==> src/rtl/spm_pkg.sv <==
// Shared definitions for the serial-parallel multiplier: default widths,
// FSM state encoding and the bit-counter width helper.
// Optional feature macro: SPM_PARALLEL_OUT_EN (see spm_serial_mult).
package spm_pkg;

  localparam int unsigned A_W_DEF = 8;
  localparam int unsigned P_W_DEF = 2 * A_W_DEF;

  typedef enum logic [1:0] {
    StIdle = 2'd0,
    StRun  = 2'd1,
    StDone = 2'd2
  } spm_state_e;

  // Counter must represent 0..p_w inclusive
  function automatic int unsigned cnt_width(input int unsigned p_w);
    return $clog2(p_w + 1);
  endfunction

  localparam int unsigned CNT_W_DEF = cnt_width(P_W_DEF);

endpackage

==> src/rtl/spm_cell.sv <==
// One carry-save full-adder cell of the serial-parallel multiplier array.
// Holds its own sum and carry bits; s_nxt exposes the pre-register sum.
module spm_cell
  import spm_pkg::*;
(
  input  logic clk,
  input  logic rst,
  input  logic clr,
  input  logic en,
  input  logic pp,
  input  logic s_in,
  output logic s_nxt,
  output logic s
);

  logic s_q;
  logic c_q;
  logic c_nxt;

  // Full adder of partial product, sum from the cell above and own carry
  always_comb begin
    s_nxt = pp ^ s_in ^ c_q;
    c_nxt = (pp & s_in) | (pp & c_q) | (s_in & c_q);
  end

  // Sum/carry state: cleared on a new operation, advanced only while enabled
  always_ff @(posedge clk or negedge rst) begin
    if (!rst) begin
      s_q <= 1'b0;
      c_q <= 1'b0;
    end else if (clr) begin
      s_q <= 1'b0;
      c_q <= 1'b0;
    end else if (en) begin
      s_q <= s_nxt;
      c_q <= c_nxt;
    end
  end

  assign s = s_q;

endmodule

==> src/rtl/spm_serial_mult.sv <==
// Serial-parallel signed multiplier: parallel multiplicand a, serial
// multiplier LSB first, serial product LSB first with one cycle latency.
// Define SPM_PARALLEL_OUT_EN to also assemble the product in parallel.
//
// Signed a is handled by negating the MSB partial product: each cycle the
// MSB cell adds ~(a_msb & x) and a single +1 at weight 2^(A_W-1) is injected
// on the first RUN cycle; modulo 2^P_W this equals the two's-complement sum.
module spm_serial_mult
  import spm_pkg::*;
#(
  parameter int unsigned A_W = A_W_DEF,
  parameter int unsigned P_W = 2 * A_W
) (
  input  logic           clk,
  input  logic           rst,
  input  logic           start,
  input  logic [A_W-1:0] a,
  input  logic           ser_in,
  output logic           shift_req,
  output logic           prod_bit,
  output logic           prod_valid,
  output logic [P_W-1:0] product,
  output logic           busy,
  output logic           done
);

  localparam int unsigned CntW = cnt_width(P_W);

  spm_state_e      state_q, state_d;
  logic [CntW-1:0] cnt_q, cnt_d;
  logic [A_W-1:0]  a_q;
  logic            valid_q;

  logic            accept;
  logic            run;
  logic            last_bit;
  logic            inject;
  logic [A_W-1:0]  pp;
  logic [A_W-1:0]  s_vec;
  logic [A_W-1:0]  s_nxt_vec;

  assign accept   = (state_q == StIdle) & start;
  assign run      = (state_q == StRun);
  assign last_bit = (cnt_q == CntW'(P_W - 1));
  assign inject   = run & (cnt_q == '0);

  // Next-state and bit counter
  always_comb begin
    state_d = state_q;
    cnt_d   = cnt_q;
    unique case (state_q)
      StIdle: begin
        if (start) begin
          state_d = StRun;
          cnt_d   = '0;
        end
      end
      StRun: begin
        cnt_d = cnt_q + CntW'(1);
        if (last_bit) state_d = StDone;
      end
      StDone: state_d = StIdle;
      default: state_d = StIdle;
    endcase
  end

  // State, counter, latched multiplicand and output-valid registers
  always_ff @(posedge clk or negedge rst) begin
    if (!rst) begin
      state_q <= StIdle;
      cnt_q   <= '0;
      a_q     <= '0;
      valid_q <= 1'b0;
    end else begin
      state_q <= state_d;
      cnt_q   <= cnt_d;
      valid_q <= run;
      if (accept) a_q <= a;
    end
  end

  // Carry-save cell array; sums ripple one cell toward the LSB per cycle
  for (genvar i = 0; i < A_W; i++) begin : g_cell
    if (i == A_W - 1) begin : g_msb
      assign pp[i] = ~(a_q[i] & ser_in);
      spm_cell u_cell (
        .clk   (clk),
        .rst   (rst),
        .clr   (accept),
        .en    (run),
        .pp    (pp[i]),
        .s_in  (inject),
        .s_nxt (s_nxt_vec[i]),
        .s     (s_vec[i])
      );
    end else begin : g_lsb
      assign pp[i] = a_q[i] & ser_in;
      spm_cell u_cell (
        .clk   (clk),
        .rst   (rst),
        .clr   (accept),
        .en    (run),
        .pp    (pp[i]),
        .s_in  (s_vec[i+1]),
        .s_nxt (s_nxt_vec[i]),
        .s     (s_vec[i])
      );
    end
  end

  // Cell 0's registered sum is the serial product bit
  assign prod_bit   = s_vec[0];
  assign prod_valid = valid_q;
  assign shift_req  = run;
  assign busy       = (state_q != StIdle);
  assign done       = (state_q == StDone);

`ifdef SPM_PARALLEL_OUT_EN
  logic [P_W-1:0] prod_q;
  logic           unused_s_nxt;

  // Collect product bits MSB-side first so the word is complete in DONE
  always_ff @(posedge clk or negedge rst) begin
    if (!rst) begin
      prod_q <= '0;
    end else if (accept) begin
      prod_q <= '0;
    end else if (run) begin
      prod_q <= {s_nxt_vec[0], prod_q[P_W-1:1]};
    end
  end

  assign product      = prod_q;
  assign unused_s_nxt = ^s_nxt_vec[A_W-1:1];
`else
  logic unused_s_nxt;

  assign product      = '0;
  assign unused_s_nxt = ^s_nxt_vec;
`endif

endmodule

==> config.mk <==
export PLATFORM = sky130hd
export DESIGN_NAME = spm_serial_mult
export DESIGN_NICKNAME = d
export VERILOG_FILES = /design/src/rtl/spm_pkg.sv /design/src/rtl/spm_cell.sv /design/src/rtl/spm_serial_mult.sv
export SDC_FILE = /design/constraint.sdc
export NUM_CORES = 1
export LEC_CHECK = 0
export CAP_MARGIN = 20
export CORE_MARGIN = 5
export CORE_UTILIZATION = 45
export DETAILED_ROUTE_END_ITERATION = 16
export PLACE_DENSITY = 0.78
export SLEW_MARGIN = 20
export SYNTH_ARGS = -nofsm -noshare
export SYNTH_HDL_FRONTEND = slang
export SYNTH_HIERARCHICAL = 1
export SYNTH_SLANG_ARGS = --single-unit
==> constraint.sdc <==
create_clock -name clk -period 1.7 [get_ports clk]
set_input_delay 0.34 -clock clk [delete_from_list [all_inputs] [get_ports clk]]
set_output_delay 0.34 -clock clk [all_outputs]
set_load 0.05 [all_outputs]
==> Yosys cells after proc, flatten, opt, wreduce, memory -nomap -nowiden <==
Cells that the tools add are included.
{ "word_totals": {"register_bits": 32, "inputBits": 12, "out_inout_bits": 21} }
{ "classes": {"n_eq_ne": 5, "n_bitwise": 67, "n_reduce_logical": 7, "n_addsub": 1, "n_mux": 37} }
{ "op_table": {"columns": ["cell", "n"], "rows": [
  ["AND 1 bit", 34],
  ["two-way mux 1 bit", 32],
  ["OR 1 bit", 16],
  ["bitwise XOR 1 bit", 16],
  ["case mux 5 bit (2 select lines)", 1],
  ["nonzero test 2 bit", 3],
  ["adder 5 x 1 -> 5 bit (second input constant)", 1],
  ["equality test 5 x 4 -> 1 bit (second input constant)", 1],
  ["zero test 5 bit", 1],
  ["two-way mux 5 bit", 1],
  ["two-way mux 2 bit", 2],
  ["case mux 2 bit (2 select lines)", 1],
  ["AND reduction 2 bit", 2],
  ["equality test 2 x 1 -> 1 bit (second input constant)", 1],
  ["equality test 2 bit (second input constant)", 1],
  ["zero test 2 bit", 1],
  ["inequality test 2 x 1 -> 1 bit (second input constant)", 1],
  ["inequality test 2 bit (second input constant)", 1],
  ["inverter 1 bit", 1]
]} }

==> Depth between registers and ports, before layout <==
Gate-level depths: netlist of run 1.
{ "depth": {"word_depth": 7, "ltp_mapped": 7, "ltp_nobuf": 6} }

==> Hierarchy <==
The synthesis of run 1 kept the hierarchy.
{ "by_module_without_submodules": {"columns": ["mod", "area_per_inst_um2", "cells_each", "instances"], "rows": [
  ["spm_serial_mult", 883.3, 96, 1],
  ["spm_cell", 97.6, 7, 8]
]} }

==> Worst setup path before layout of run 1 <==
Ideal clock, no wire load.
{ "synth_timing": {"path_type": "reg2reg", "from": "reg state_q[1]", "to": "reg g_cell[7].g_msb.u_cell.s_q", "required_time_ns": 1.579, "path_stages_with_launch": 8, "slack_ns": 0.022, "synth_period_minus_slack_ns": 1.678, "setup_time_ns": 0.121, "arrival_ns": 1.557, "path_cell_list": "dfrtp_1 nand2b_1 buf_4 nor2_1 and4b_1 fa_1 mux2i_1 nor2_1"} }
{ "synth_via": {"elab_chain_len": 6, "elab_cells_between_ends": 9} }
{ "synth_rtl": {"columns": ["item", "line_no", "source"], "rows": [
  ["start: declaration", "spm_serial_mult.sv:29", "spm_state_e state_q, state_d;"],
  ["start signal: assignment", "spm_serial_mult.sv:70", "state_q <= StIdle;"],
  ["start signal: assignment", "spm_serial_mult.sv:75", "state_q <= state_d;"],
  ["equality test 2 x 1 -> 1 bit", "spm_serial_mult.sv:43", "assign run = (state_q == StRun);"],
  ["AND 1 bit", "spm_serial_mult.sv:45", "assign inject = run & (cnt_q == '0);"],
  ["net inject", "spm_serial_mult.sv:37", "logic inject;"],
  ["bitwise XOR 1 bit (2 in a row)", "spm_cell.sv:22", "s_nxt = pp ^ s_in ^ c_q;"],
  ["net s_nxt_vec[7]", "spm_serial_mult.sv:40", "logic [A_W-1:0] s_nxt_vec;"],
  ["two-way mux 1 bit", "spm_cell.sv:34", "end else if (en) begin"],
  ["two-way mux 1 bit", "spm_cell.sv:31", "end else if (clr) begin"],
  ["end signal: assignment", "spm_cell.sv:35", "s_q <= s_nxt;"],
  ["end: declaration", "spm_cell.sv:16", "logic s_q;"]
]} }
The timed path passes the listed nets, and every way through them passes these cells. The select of a mux whose other input is x is not followed.
A chain may end at the register's enable or synchronous reset.

==> Final worst setup path of run 1 <==
{ "layout_timing": {"from": "reg state_q[1]", "to": "out shift_req"} }
{ "layout_via": {"elab_chain_len": 1} }
{ "layout_rtl": {"columns": ["item", "line_no", "source"], "rows": [
  ["equality test 2 x 1 -> 1 bit", "spm_serial_mult.sv:43", null],
  ["end: declaration", "spm_serial_mult.sv:19", "output logic shift_req,"]
]} }
Every way passes these cells.

==> results.md, run 1 <==
Drt:
- The detail route stage leaves a number of antenna-violating nets equal to 0.
- The count of TritonRoute iterations in the first routing pass is 4.
- Summing over every cut layer, the via total after detailed routing is 1040.
- After detailed routing, the average wire length per cell comes to 12.58 um.
- The detailed-route vias per instance is 4.541.
- The final routed DRC violation total is 0.
- The total detailed-routing wirelength is 2.880 mm.
- For this block, the initial DRC count from the detailed router was 76.

STA:
- The upper clock frequency limit is 627.2 MHz.
- Setup violations remaining at the end of the flow were counted as 0.
- The number of max-slew violations in the final report is 0.
- The final critical-path share of the clock period is 93.79%.
- The final setup slack of the worst path is 0.1056 ns.
- The count of final hold-check violations is 0.
- For the finished layout, the period the worst path requires is 1.594 ns.
- On the final layout, the worst clock skew is 0.005564 ns.
- The minimum hold slack is 0.4595 ns.
- Summed over all failing endpoints, the final setup total negative slack is 0 ns.

Layout:
- The area added between synthesis and finish is 21.65%.
- The fraction of final layout cells with drive strength greater than 1 is 16.02%.
- Counting the fill cells in the layout gives 312.
- The number of diodes added for antenna fixing is 0.
- Excluding fillers, the count of instances in the completed layout stands at 229.
- The net count of the finished layout is 203.

Yosys:
- The post-synthesis async set-or-reset flop share is 100.0%.
- Counting every instance in the synthesized netlist gives 152.
- The most instantiated library cell after synthesis is sky130_fd_sc_hd__dfrtp_1.
- Summed over all instances, the cell type with the most area after synthesis is sky130_fd_sc_hd__dfrtp_1.
- The top-area cell type share of the netlist area is 48.12%.
- After synthesis, flip-flops and latches occupy 48.12% of the total area.
- The main flop type after synthesis is sky130_fd_sc_hd__dfrtp_1.
- The mapped netlist covers 0.001664 mm2.
- The synthesized flop and latch total is 32.
- Counting flops with a built-in enable in the synthesized netlist gives 0.
- By count the netlist is led by 32 x sky130_fd_sc_hd__dfrtp_1, 27 x sky130_fd_sc_hd__nand2_1, 18 x sky130_fd_sc_hd__mux2i_1, 17 x sky130_fd_sc_hd__buf_4, 17 x sky130_fd_sc_hd__nor2_1.
- The number of different library cells used by synthesis comes to 24.
- Yosys attributes the largest share of cell area to sky130_fd_sc_hd__dfrtp_1 48%, sky130_fd_sc_hd__mux2i_1 11%, sky130_fd_sc_hd__fa_1 9.6%, sky130_fd_sc_hd__buf_4 7.7%, sky130_fd_sc_hd__nand2_1 6.1%.
- The mean cell area of the mapped netlist is 10.95 um2.
- During synthesis, Yosys emitted a total of 6 warnings.

Global routing:
- The number of global-route vias before repair is 1137.
- The initial antenna violation count is 0.
- The met1 track demand over resource in global routing is 14.31%.
- The first-pass GRT wire length is 5.119 mm.
- The total congestion overflow after global routing is 0.
- The busiest layer in global routing is met2.
- The aggregate global-route resource usage is 13.16%.
- The maximum number of pins on one net before global-route repair is 33.
- The met2 track demand over resource in global routing is 22.86%.
- The met3 capacity usage during global routing is 4.972%.

Power and ir drop:
- For this design the static power due to leakage is 1.086 nW.
- The areal power density over the cells is 1757 mW/mm2.
- The worst-case IR drop observed on VDD is 0.0005175 V.

Placement:
- Before CTS, the worst setup slack after placement is -0.2173 ns.
- The number of I/O port buffers is 16.
- In this run, placement finished with an instance count of 219.
- Detailed placement finished with a half-perimeter wire length of 2.065 mm.
- The weighted congestion at the end of routability-driven global placement is 0.7326.

Clocking:
- The hold-fix buffer count after cts is 0.
- The CTS clock-pin slew for the worst setup and hold paths is 0.07 ns.
- In this run the number of H-tree levels came out at 2.
- The number of buffers between clock root and the deepest sink is 2.
- Clock tree synthesis found a total of 32 sinks.
- The number of clock buffers added by TritonCTS is 5.
- For the worst-skew pair, the clock arrives at the later sink with an insertion delay of 0.28 ns.
- The tree is rooted in a sky130_fd_sc_hd__clkbuf_8.
- The TritonCTS clock tree is done.

Floorplanning:
- After floorplanning, the core was divided into 22 placement rows.
- The core region is 0.003633 mm2.
- In this run the vertical extent of the chip is 70.81 um.
- For this design the top-level I/O count stands at 33.
- The full die area is 0.005014 mm2.
- From left edge to right edge, the die measures 70.81 um.
- The initial utilization of the core area, before any placement, comes to 45.80%.

Flow run:
- The tool flagged a number of max-cap violations equal to 0.

Worst setup path:
- The worst setup path is launched from a flip-flop.
- The required arrival time at the worst endpoint is 1.36 ns.
- In this run the worst path has a maximum fanout of 7.
- The type of the worst setup path is reg -> out.
- For the worst setup path, the data arrival time is 1.25 ns.
- The endpoint kind of the worst setup timing path is an output port.

Outcome:
- The run finished with clean final reports.

Hold path:
- The worst hold path belongs to the class in -> async.
[repair_timing]
| action | in CTS | in global routing |
|---|---|---|
| pin swaps | 1 | 2 |
| gates resized for setup | 0 | 4 |
| endpoints found under the setup margin | 1 | 4 |
| buffers inserted | 0 | 2 |
[placed cells by master, fill, tap and decap left out, types with 2 or more instances in the layout]
master                            Yosys  layout
sky130_fd_sc_hd__nand3_1              2       2
sky130_fd_sc_hd__ha_1                 3       3
sky130_fd_sc_hd__conb_1               1      16
sky130_fd_sc_hd__clkinv_2             1       2
sky130_fd_sc_hd__fa_1                 8       8
sky130_fd_sc_hd__inv_1                3       3
sky130_fd_sc_hd__mux2i_1             18      18
sky130_fd_sc_hd__clkdlybuf4s50_1      0      10
sky130_fd_sc_hd__clkbuf_8             0       5
sky130_fd_sc_hd__nand2_1             27      27
sky130_fd_sc_hd__and2_1               8       8
sky130_fd_sc_hd__buf_12               0       4
sky130_fd_sc_hd__nor2_1              17      16
sky130_fd_sc_hd__dfrtp_1             32      32
sky130_fd_sc_hd__buf_4               17      10
sky130_fd_sc_hd__o21ai_0              3       3
[area by class of cell]
| class | instances | area [um2] | area share, % |
|---|---|---|---|
| Tap cell | 48 | 60.06 | 2.967 |
| Multi-Input combinational cell | 111 | 764.5 | 37.76 |
| Clock inverter | 3 | 42.54 | 2.101 |
| Clock buffer | 5 | 68.82 | 3.399 |
| Sequential cell | 32 | 800.8 | 39.56 |
| Timing Repair Buffer | 25 | 267.8 | 13.23 |
| Inverter | 5 | 20.02 | 0.9889 |
[critical path: stages, from the launching register on]
cell and delay (ns):
sky130_fd_sc_hd__dfrtp_1 0.40, sky130_fd_sc_hd__nand2b_4 0.16, sky130_fd_sc_hd__buf_4 0.16, sky130_fd_sc_hd__inv_2 0.10, sky130_fd_sc_hd__buf_12 0.14
[where the power goes]
part / internal (W) / total, W / leakage, nW / switching [W]
combinational: 0.000680 / 0.00152 / 0.633 / 0.000844
sequential: 0.00109 / 0.00132 / 0.399 / 0.000229
clock: 0.000433 / 0.000711 / 0.0541 / 0.000278
[state kept, by name (all words and copies together), names as in the netlist]
register                 count
cnt_q                        5
g_cell.g_lsb.u_cell/c_q      7
state_q                      2
g_cell.g_msb.u_cell/s        1
prod_valid                   1
a_q                          8
g_cell.g_lsb.u_cell/s        7
g_cell.g_msb.u_cell/c_q      1
[metal layers]
| layer | routed length (um) | part of all wire (%) | up-vias |
|---|---|---|---|
| li1 | - | - | 508 |
| met1 | 1165 | 40 | 509 |
| met2 | 1533 | 53 | 19 |
| met3 | 147 | 5.1 | 4 |
| met4 | 34 | 1.2 | 0 |
| met5 | 0 | 0 | - |
[logic make-up after synthesis]
group,count (synthesis),share of synthesized area (%)
compound gates,5,1.880
fa+ha+maj,11,11.88
buf+inv,24,10.22
flops,32,48.12
mux,18,10.83
other cells,1,0.2253
simple gates,61,16.84
[through the flow]
stage	area (um2)	utilization [%]	total power [W]
2_1_floorplan	1720	-	0.002396
5_1_grt	2024	55.72	0.003860
3_3_place_gp	1881	51.76	0.002716
6_report	2024	55.72	0.003558
3_5_place_dp	1881	51.76	0.002811
4_1_cts	1992	54.82	0.003557
[worst paths after layout]
| path | endpoint | slack [ns] | cells after the start | from |
|---|---|---|---|---|
| setup / recovery | shift_req | 0.11 | 4 | state_q[1] |
| setup reg to reg | g_cell[7].g_msb.u_cell/s | 0.11 | 6 | state_q[1] |
| hold / removal | prod_valid | 0.46 | 2 | rst |
| min in group clk | a_q[2] | 0.47 | 2 | a_q[2] |
| max in group asynchronous | a_q[4] | 0.95 | 2 | rst |
| hold reg to reg | a_q[2] | 0.47 | 2 | a_q[2] |
Power figures use the tool's default switching activity.
==> run 2, diff against run 1 <==
TNS_END_PERCENT = 100   (was default)
==> results of run 2 <==
Same layout as run 1: the final DEF is identical, and so are final timing and power.
==> run 3, diff against run 2 <==
ABC_CLOCK_PERIOD_IN_PS = 1700   (was default)
CORE_ASPECT_RATIO = 0.75   (was default)
==> run 3 against run 2 <==
Maximum frequency about the same; utilization increased by 0.48 points; global-route usage increased by 0.25 points; register-to-register slack about the same; flip-flop and latch count unchanged; critical endpoint is now busy; non-clock buffer count increased by 1; design area increased by 0.31%; power decreased by 2.0%; worst hold slack got worse by 0.0054 ns; die area increased by 0.26%; sequential share of layout area decreased by 0.12 points; via count increased by 1.3%.
==> results.md, run 3 (synthesis results as in run 1) <==
Drt:
- The routed wire length per instance is 12.79 um.
- The total number of vias is 1054.
- The number of routed nets with antenna violations is 0.
- The first detailed-routing pass took 2 iterations.
- The count of routing violations after the opening detailed-route iteration is 10.
- The detailed-route vias per instance is 4.504.
- After detailed routing, the total wire length is 2.994 mm.
- For this run, design rule violations remaining after detail routing come to 0.

Clocking:
- Buffers inserted during clock tree synthesis total 5.
- The clock root buffer master is sky130_fd_sc_hd__clkbuf_8.
- For the worst-skew pair, the clock arrives at the later sink with an insertion delay of 0.29 ns.
- The count of clock tree sinks is 32.
- After clock tree synthesis, the clock-pin slew on the worst setup and hold paths is 0.07 ns.
- TritonCTS built the clock tree.
- The longest clock path from root to sink contains 2 buffers.
- The CTS H-tree depth is 2.

Power and ir drop:
- The leakage component of the power is 1.093 nW.
- In this run, the combinational gates consume 45.0% of the power.
- Internal power comes to 0.002120 W.
- In this run switching power makes up 39.21% of total power.
- Power spread over the standard cell area amounts to 1717 mW/mm2.
- The part of the total power dissipated in sequential elements is 38.0%.
- The worst-case vdd ir drop is 0.0007418 V.
- In this run, the clock network consumes 17.1% of the power.
- The net load switching power is 0.001367 W.

Layout:
- Leaving out filler cells and counting taps, the final layout contains 234.
- In the final design database the tool counted 204 nets.
- 0 antenna diodes ended up in the layout.
- Leaving out fill and tap cells, the most frequent cells in the layout are 32 x sky130_fd_sc_hd__dfrtp_1, 27 x sky130_fd_sc_hd__nand2_1, 18 x sky130_fd_sc_hd__mux2i_1.
- From synthesis to final layout, the design area changed by 22.03%.
- The flip-flop count of the largest register, all copies and words added is 8.
- The finished cells cover 0.002031 mm2.
- The fraction of final layout cells with drive strength greater than 1 is 16.48%.
- For this run, the share of the core covered by cells in the final layout is 56.20%.
- The library cell used most frequently in the layout, excluding fill and tap cells, is sky130_fd_sc_hd__dfrtp_1.
- The register ranked first by flip-flop count is a_q.

Floorplanning:
- The floorplan step defined a core boundary enclosing 0.003613 mm2.
- The standard-cell row count is 19.
- Pin placement for this block handled 33 I/O pins.
- The width of the die is 80.22 um.
- The initial utilization of the core area, before any placement, comes to 46.05%.
- The full die area is 0.005027 mm2.
- The vertical extent of the die is 62.67 um.

Placement:
- Detailed placement ended at an HPWL of 2.123 mm.
- At the end of routability-driven placement, the weighted congestion stood at 0.7631.
- The number of I/O port buffers is 16.
- Counting tap cells, the placed design contains a total of 224 instances.
- The placed instances occupy a cell area of 0.001906 mm2.

Global routing:
- The total congestion overflow after global routing is 0.
- The first global-routing pass estimated 5.064 mm of wire.
- Entering global routing, the biggest net connects 33 pins.
- The number of global-route vias before repair came to 1112.
- Global routing used 13.41% of the available tracks across all layers.
- The initial antenna violation count is 0.

STA:
- The clock period minus worst slack is 1.595 ns.
- Setup violations remaining at the end of the flow were counted as 0.
- The number of max-slew violations in the final report is 0.
- Summed over all failing endpoints, the final setup total negative slack is 0 ns.
- Of the available clock period, the critical path in the final layout requires 93.85%.
- The upper clock frequency limit is 626.8 MHz.
- The count of final hold-check violations was 0.
- For the final database, setup skew stands at 0.007009 ns.

Worst setup path:
- The data arrival time at the worst-slack endpoint is 1.26 ns.
- The setup slack of the most critical reg-to-reg path is 0.12 ns.
- The worst setup path is captured at an output port.
- The reg-to-reg critical path endpoint is g_cell[7].g_msb.u_cell/s.
- The largest driver fanout on the critical path is 3.
- By startpoint and endpoint, the worst setup path is classified as reg -> out.
- Data on the critical path is required at its endpoint by 1.36 ns.
- Counting cells, the worst reg-to-reg path comes to 6.
- The kind of start point of the critical path is a flip-flop.
- The worst register-to-register path begins at state_q[1].

Hold path:
- The type of the worst min-delay path is in -> async.

Outcome:
- The flow ran to the end, and the final reports show no timing, DRC or antenna violations.

Flow run:
- Across the run, the number of max-cap violations was 0.
run 3: cell count changes in the layout (fill, tap and decap cells not counted), sizes merged:
cell	previous run	this run
bufinv	1	0
clkinv	2	3
buf	14	15
clkbuf	5	6
clkinvlp	1	0
run 3: through the flow:
stage	total power [W]	hold WS, ns	setup slack (ns)
2_1_floorplan	0.002396	0.04441	0.02191
3_3_place_gp	0.002758	0.4591	-0.1982
3_5_place_dp	0.002860	0.4682	-0.2452
4_1_cts	0.003484	0.4605	0.02159
5_1_grt	0.003813	0.4988	-0.01157
6_report	0.003487	0.4541	0.1046
run 3: layout make-up:
cell class | instances | area (um2)
Tap cell | 52 | 65.06
Inverter | 5 | 25.02
Sequential cell | 32 | 800.8
Clock buffer | 6 | 82.58
Multi-Input combinational cell | 111 | 759.5
Fill cell | 319 | 1583
Timing Repair Buffer | 26 | 287.8
Clock inverter | 2 | 10.01
run 3: power by group through the flow:
stage	combinational (W)	sequential (W)	clock [W]
finish	0.00157	0.00132	0.000596
CTS	0.00155	0.00132	0.000617
global placement	0.00145	0.00131	0
global route	0.00180	0.00137	0.000646
detailed placement	0.00153	0.00133	0
floorplan	0.00105	0.00134	0
run 3: how the worst max path moves through the flow:
stage,startpoint,endpoint,slack (ns),cells after the start
2_1_floorplan,state_q[1],g_cell[7].g_msb.u_cell/s,0.02,7
3_3_place_gp,ser_in,g_cell[2].g_lsb.u_cell/s,-0.20,5
3_5_place_dp,ser_in,g_cell[0].g_lsb.u_cell/s,-0.25,5
4_1_cts,state_q[1],shift_req,0.02,4
5_1_grt,state_q[1],g_cell[7].g_msb.u_cell/s,-0.01,6
6_report,state_q[1],busy,0.10,3
run 3: critical path, stage by stage, from the launching register on:
cell,delay (ns)
sky130_fd_sc_hd__dfrtp_1,0.38
sky130_fd_sc_hd__buf_4,0.14
sky130_fd_sc_hd__or2_2,0.27
sky130_fd_sc_hd__buf_4,0.19
run 3: repair_timing:
action / 4_1_cts / 5_1_grt
pin swaps: 0 / 3
setup endpoints to repair: 1 / 4
setup buffers: 0 / 2
gates resized for setup: 1 / 4
gates cloned: 0 / 0
hold buffers: 0 / 0
run 3: metal layers:
| metal | track usage [%] | up-vias | wire length [um] |
|---|---|---|---|
| li1 | - | 512 | - |
| met1 | 15.77 | 520 | 1278 |
| met2 | 21.07 | 14 | 1517 |
| met3 | 4.323 | 8 | 121 |
| met4 | 8.228 | 0 | 76 |
| met5 | 0 | - | 0 |
==> RTL change, RTL diff (config.mk and constraints of run 1) <==
Register the inputs `start`, `a` and `ser_in` before use. The logic sees them one clock later. Comments in the files are not updated.
--- a/src/rtl/spm_serial_mult.sv
+++ b/src/rtl/spm_serial_mult.sv
@@ -26,6 +26,16 @@
 
   localparam int unsigned CntW = cnt_width(P_W);
 
+  logic start_q;
+  logic [A_W-1:0] a_r;
+  logic ser_q;
+
+  always_ff @(posedge clk) begin
+    start_q <= start;
+    a_r     <= a;
+    ser_q   <= ser_in;
+  end
+
   spm_state_e      state_q, state_d;
   logic [CntW-1:0] cnt_q, cnt_d;
   logic [A_W-1:0]  a_q;
@@ -39,7 +49,7 @@
   logic [A_W-1:0]  s_vec;
   logic [A_W-1:0]  s_nxt_vec;
 
-  assign accept   = (state_q == StIdle) & start;
+  assign accept   = (state_q == StIdle) & start_q;
   assign run      = (state_q == StRun);
   assign last_bit = (cnt_q == CntW'(P_W - 1));
   assign inject   = run & (cnt_q == '0);
@@ -50,7 +60,7 @@
     cnt_d   = cnt_q;
     unique case (state_q)
       StIdle: begin
-        if (start) begin
+        if (start_q) begin
           state_d = StRun;
           cnt_d   = '0;
         end
@@ -75,14 +85,14 @@
       state_q <= state_d;
       cnt_q   <= cnt_d;
       valid_q <= run;
-      if (accept) a_q <= a;
+      if (accept) a_q <= a_r;
     end
   end
 
   // Carry-save cell array; sums ripple one cell toward the LSB per cycle
   for (genvar i = 0; i < A_W; i++) begin : g_cell
     if (i == A_W - 1) begin : g_msb
-      assign pp[i] = ~(a_q[i] & ser_in);
+      assign pp[i] = ~(a_q[i] & ser_q);
       spm_cell u_cell (
         .clk   (clk),
         .rst   (rst),
@@ -94,7 +104,7 @@
         .s     (s_vec[i])
       );
     end else begin : g_lsb
-      assign pp[i] = a_q[i] & ser_in;
+      assign pp[i] = a_q[i] & ser_q;
       spm_cell u_cell (
         .clk   (clk),
         .rst   (rst),
Function: changed (Yosys sat finds a counterexample within 4 cycles, from zero or initial values and one cycle with rst low).
==> RTL change against run 1 <==
Global-route usage down 0.12 points; clock skew up 0.0028 ns; area after synthesis up 12%; sequential cell count up 10; design area up 10%; setup slack worse by 0.042 ns; total power up 13%; sequential share of layout area up 5.3 points; routed wire length up 6.6%; hold slack worse by 0.044 ns.
==> RTL change: results (changes against run 1) <==
- Reg2Reg Depth: 6 (unchanged)
- Met2 routed WL: 1530 um (-0.26%)
- Met3 usage: 0.0365 (-0.0132)
- Cell variety after synth: 25 (+4.2%)
- Routability cong.: 0.744 (+1.5%)
- GRT Overall Usage: 0.130 (-0.00121)
- Met1 wire length: 1340 um (+15%)
- DP Wirelength: 2170 um (+4.9%)
- Maximum vdd drop: 760 uV (+47%)
- Starting DRT DRC Count: 45 (-41%)
- Pint: 2.55 mW (+15%)
- Synth area leaders: dfrtp_1, dfxtp_1, mux2i_1
- CP max stage cell: fa_1
- Setup Fix Bufs, Post-CTS: 0 (unchanged)
- Resized Gates After CTS: 1 (+1)
- Outcome: completed
- Layout cells sized above 1: 0.153 (-0.00759)
- Power density cells: 1800 nW/um^2 (+2.5%)
- Largest net degree at the start of global routing: 33 (unchanged)
- Drt wl/cell: 12.8 um (+1.7%)
- Post-route clock skew: 0.00832 ns (+0.00276 ns)
- Static leakage: 1.16 nW (+7.0%)
- Via density: 4.60 (+1.3%)
- Yosys warns: 6 (unchanged)
- Top delay family on crit path: simple AND/OR/NAND/NOR gates
- Fin nets: 212 (+4.4%)
- Number of global-route vias before repair: 1117 (-1.8%)
- Met1 Track Usage GR: 0.166 (+0.0231)
- Maximum fanout along the worst path: 4 (-3)
- Post-synthesis sequential area ratio: 0.538 (+0.0564)
- Fillers: 357 (+14%)
- Pre-CTS setup slack: 0.0462 ns (+0.263 ns)
- GRT met2 Usage: 0.202 (-0.0269)
- Slowest stage delay, CP: 0.44 ns (+0.04 ns)
- Hold crit path type: flop to flop
- Reg2Reg Setup Slack: 0.06 ns (-0.04 ns)
- CP arrival: 1.83 ns (+0.58 ns)
- Met3 WL post-DR: 122 um (-17%)
-- RTL change: cell count changes after synthesis, sizes merged --
| cell | run 1 | this run |
|---|---|---|
| dfxtp | 0 | 10 |
| and2b | 1 | 0 |
| and4b | 1 | 0 |
| nor2b | 0 | 1 |
| nor4bb | 0 | 1 |
-- RTL change: how the worst max path moves through the flow --
stage	from	endpoint	slack, ns	cells past startpoint
finish	state_q[1]$_DFFE_PN0P_	g_cell[7].g_msb.u_cell/s$_DFFE_PN0P_	0.06	6
global route	state_q[1]$_DFFE_PN0P_	g_cell[7].g_msb.u_cell/s$_DFFE_PN0P_	-0.04	6
CTS	state_q[1]$_DFFE_PN0P_	shift_req	0.004	4
detailed placement	state_q[1]$_DFFE_PN0P_	g_cell[7].g_msb.u_cell/s$_DFFE_PN0P_	0.05	6
global placement	state_q[1]$_DFFE_PN0P_	g_cell[7].g_msb.u_cell/s$_DFFE_PN0P_	0.08	6
floorplan	state_q[1]$_DFFE_PN0P_	g_cell[7].g_msb.u_cell/s$_DFFE_PN0P_	0.002	7
-- RTL change: area by class of cell --
type | count | area share
flip-flops and latches | 42 | 0.449
multi-input cells | 111 | 0.346
repair buffers | 24 | 0.116
clock buffers | 5 | 0.0309
well taps | 50 | 0.0281
clock inverters | 3 | 0.0180
inverters | 5 | 0.0123
-- RTL change: through the flow --
| stage | cells | total power [mW] | util | cell area, sq um |
|---|---|---|---|---|
| 2_1_floorplan | 177 | 2.77 | - | 1930 |
| 6_report | 240 | 4.01 | 0.557 | 2230 |
| 3_3_place_gp | 232 | 3.15 | 0.526 | 2100 |
| 4_1_cts | 240 | 4.04 | 0.554 | 2210 |
| 3_5_place_dp | 232 | 3.25 | 0.526 | 2100 |
| 5_1_grt | 240 | 4.37 | 0.557 | 2230 |
-- RTL change: power groups by stage --
| stage | clock, mW | combinational, mW | sequential, mW |
|---|---|---|---|
| 6_report | 0.766 | 1.63 | 1.62 |
| 5_1_grt | 0.835 | 1.86 | 1.67 |
| 3_3_place_gp | 0 | 1.54 | 1.61 |
| 2_1_floorplan | 0 | 1.12 | 1.65 |
| 4_1_cts | 0.787 | 1.63 | 1.62 |
| 3_5_place_dp | 0 | 1.62 | 1.63 |
-- RTL change: cell families (layout without fill, tap and decap cells) --
logic type | Yosys count | count (layout) | synth area share
DFF | 42 | 42 | 0.538
other | 1 | 16 | 0.00201
adders and majority gates | 11 | 11 | 0.106
buffers and inverters | 24 | 37 | 0.0914
muxes | 18 | 18 | 0.0968
AOI/OAI and AO/OA | 5 | 5 | 0.0168
and+or+nand+nor | 61 | 61 | 0.149
-- RTL change: tightest hold or removal path, stage by stage, from the launching register on --
cell and delay (ns):
dfxtp_1 0.30, nand2_1 0.05, nand2_1 0.04
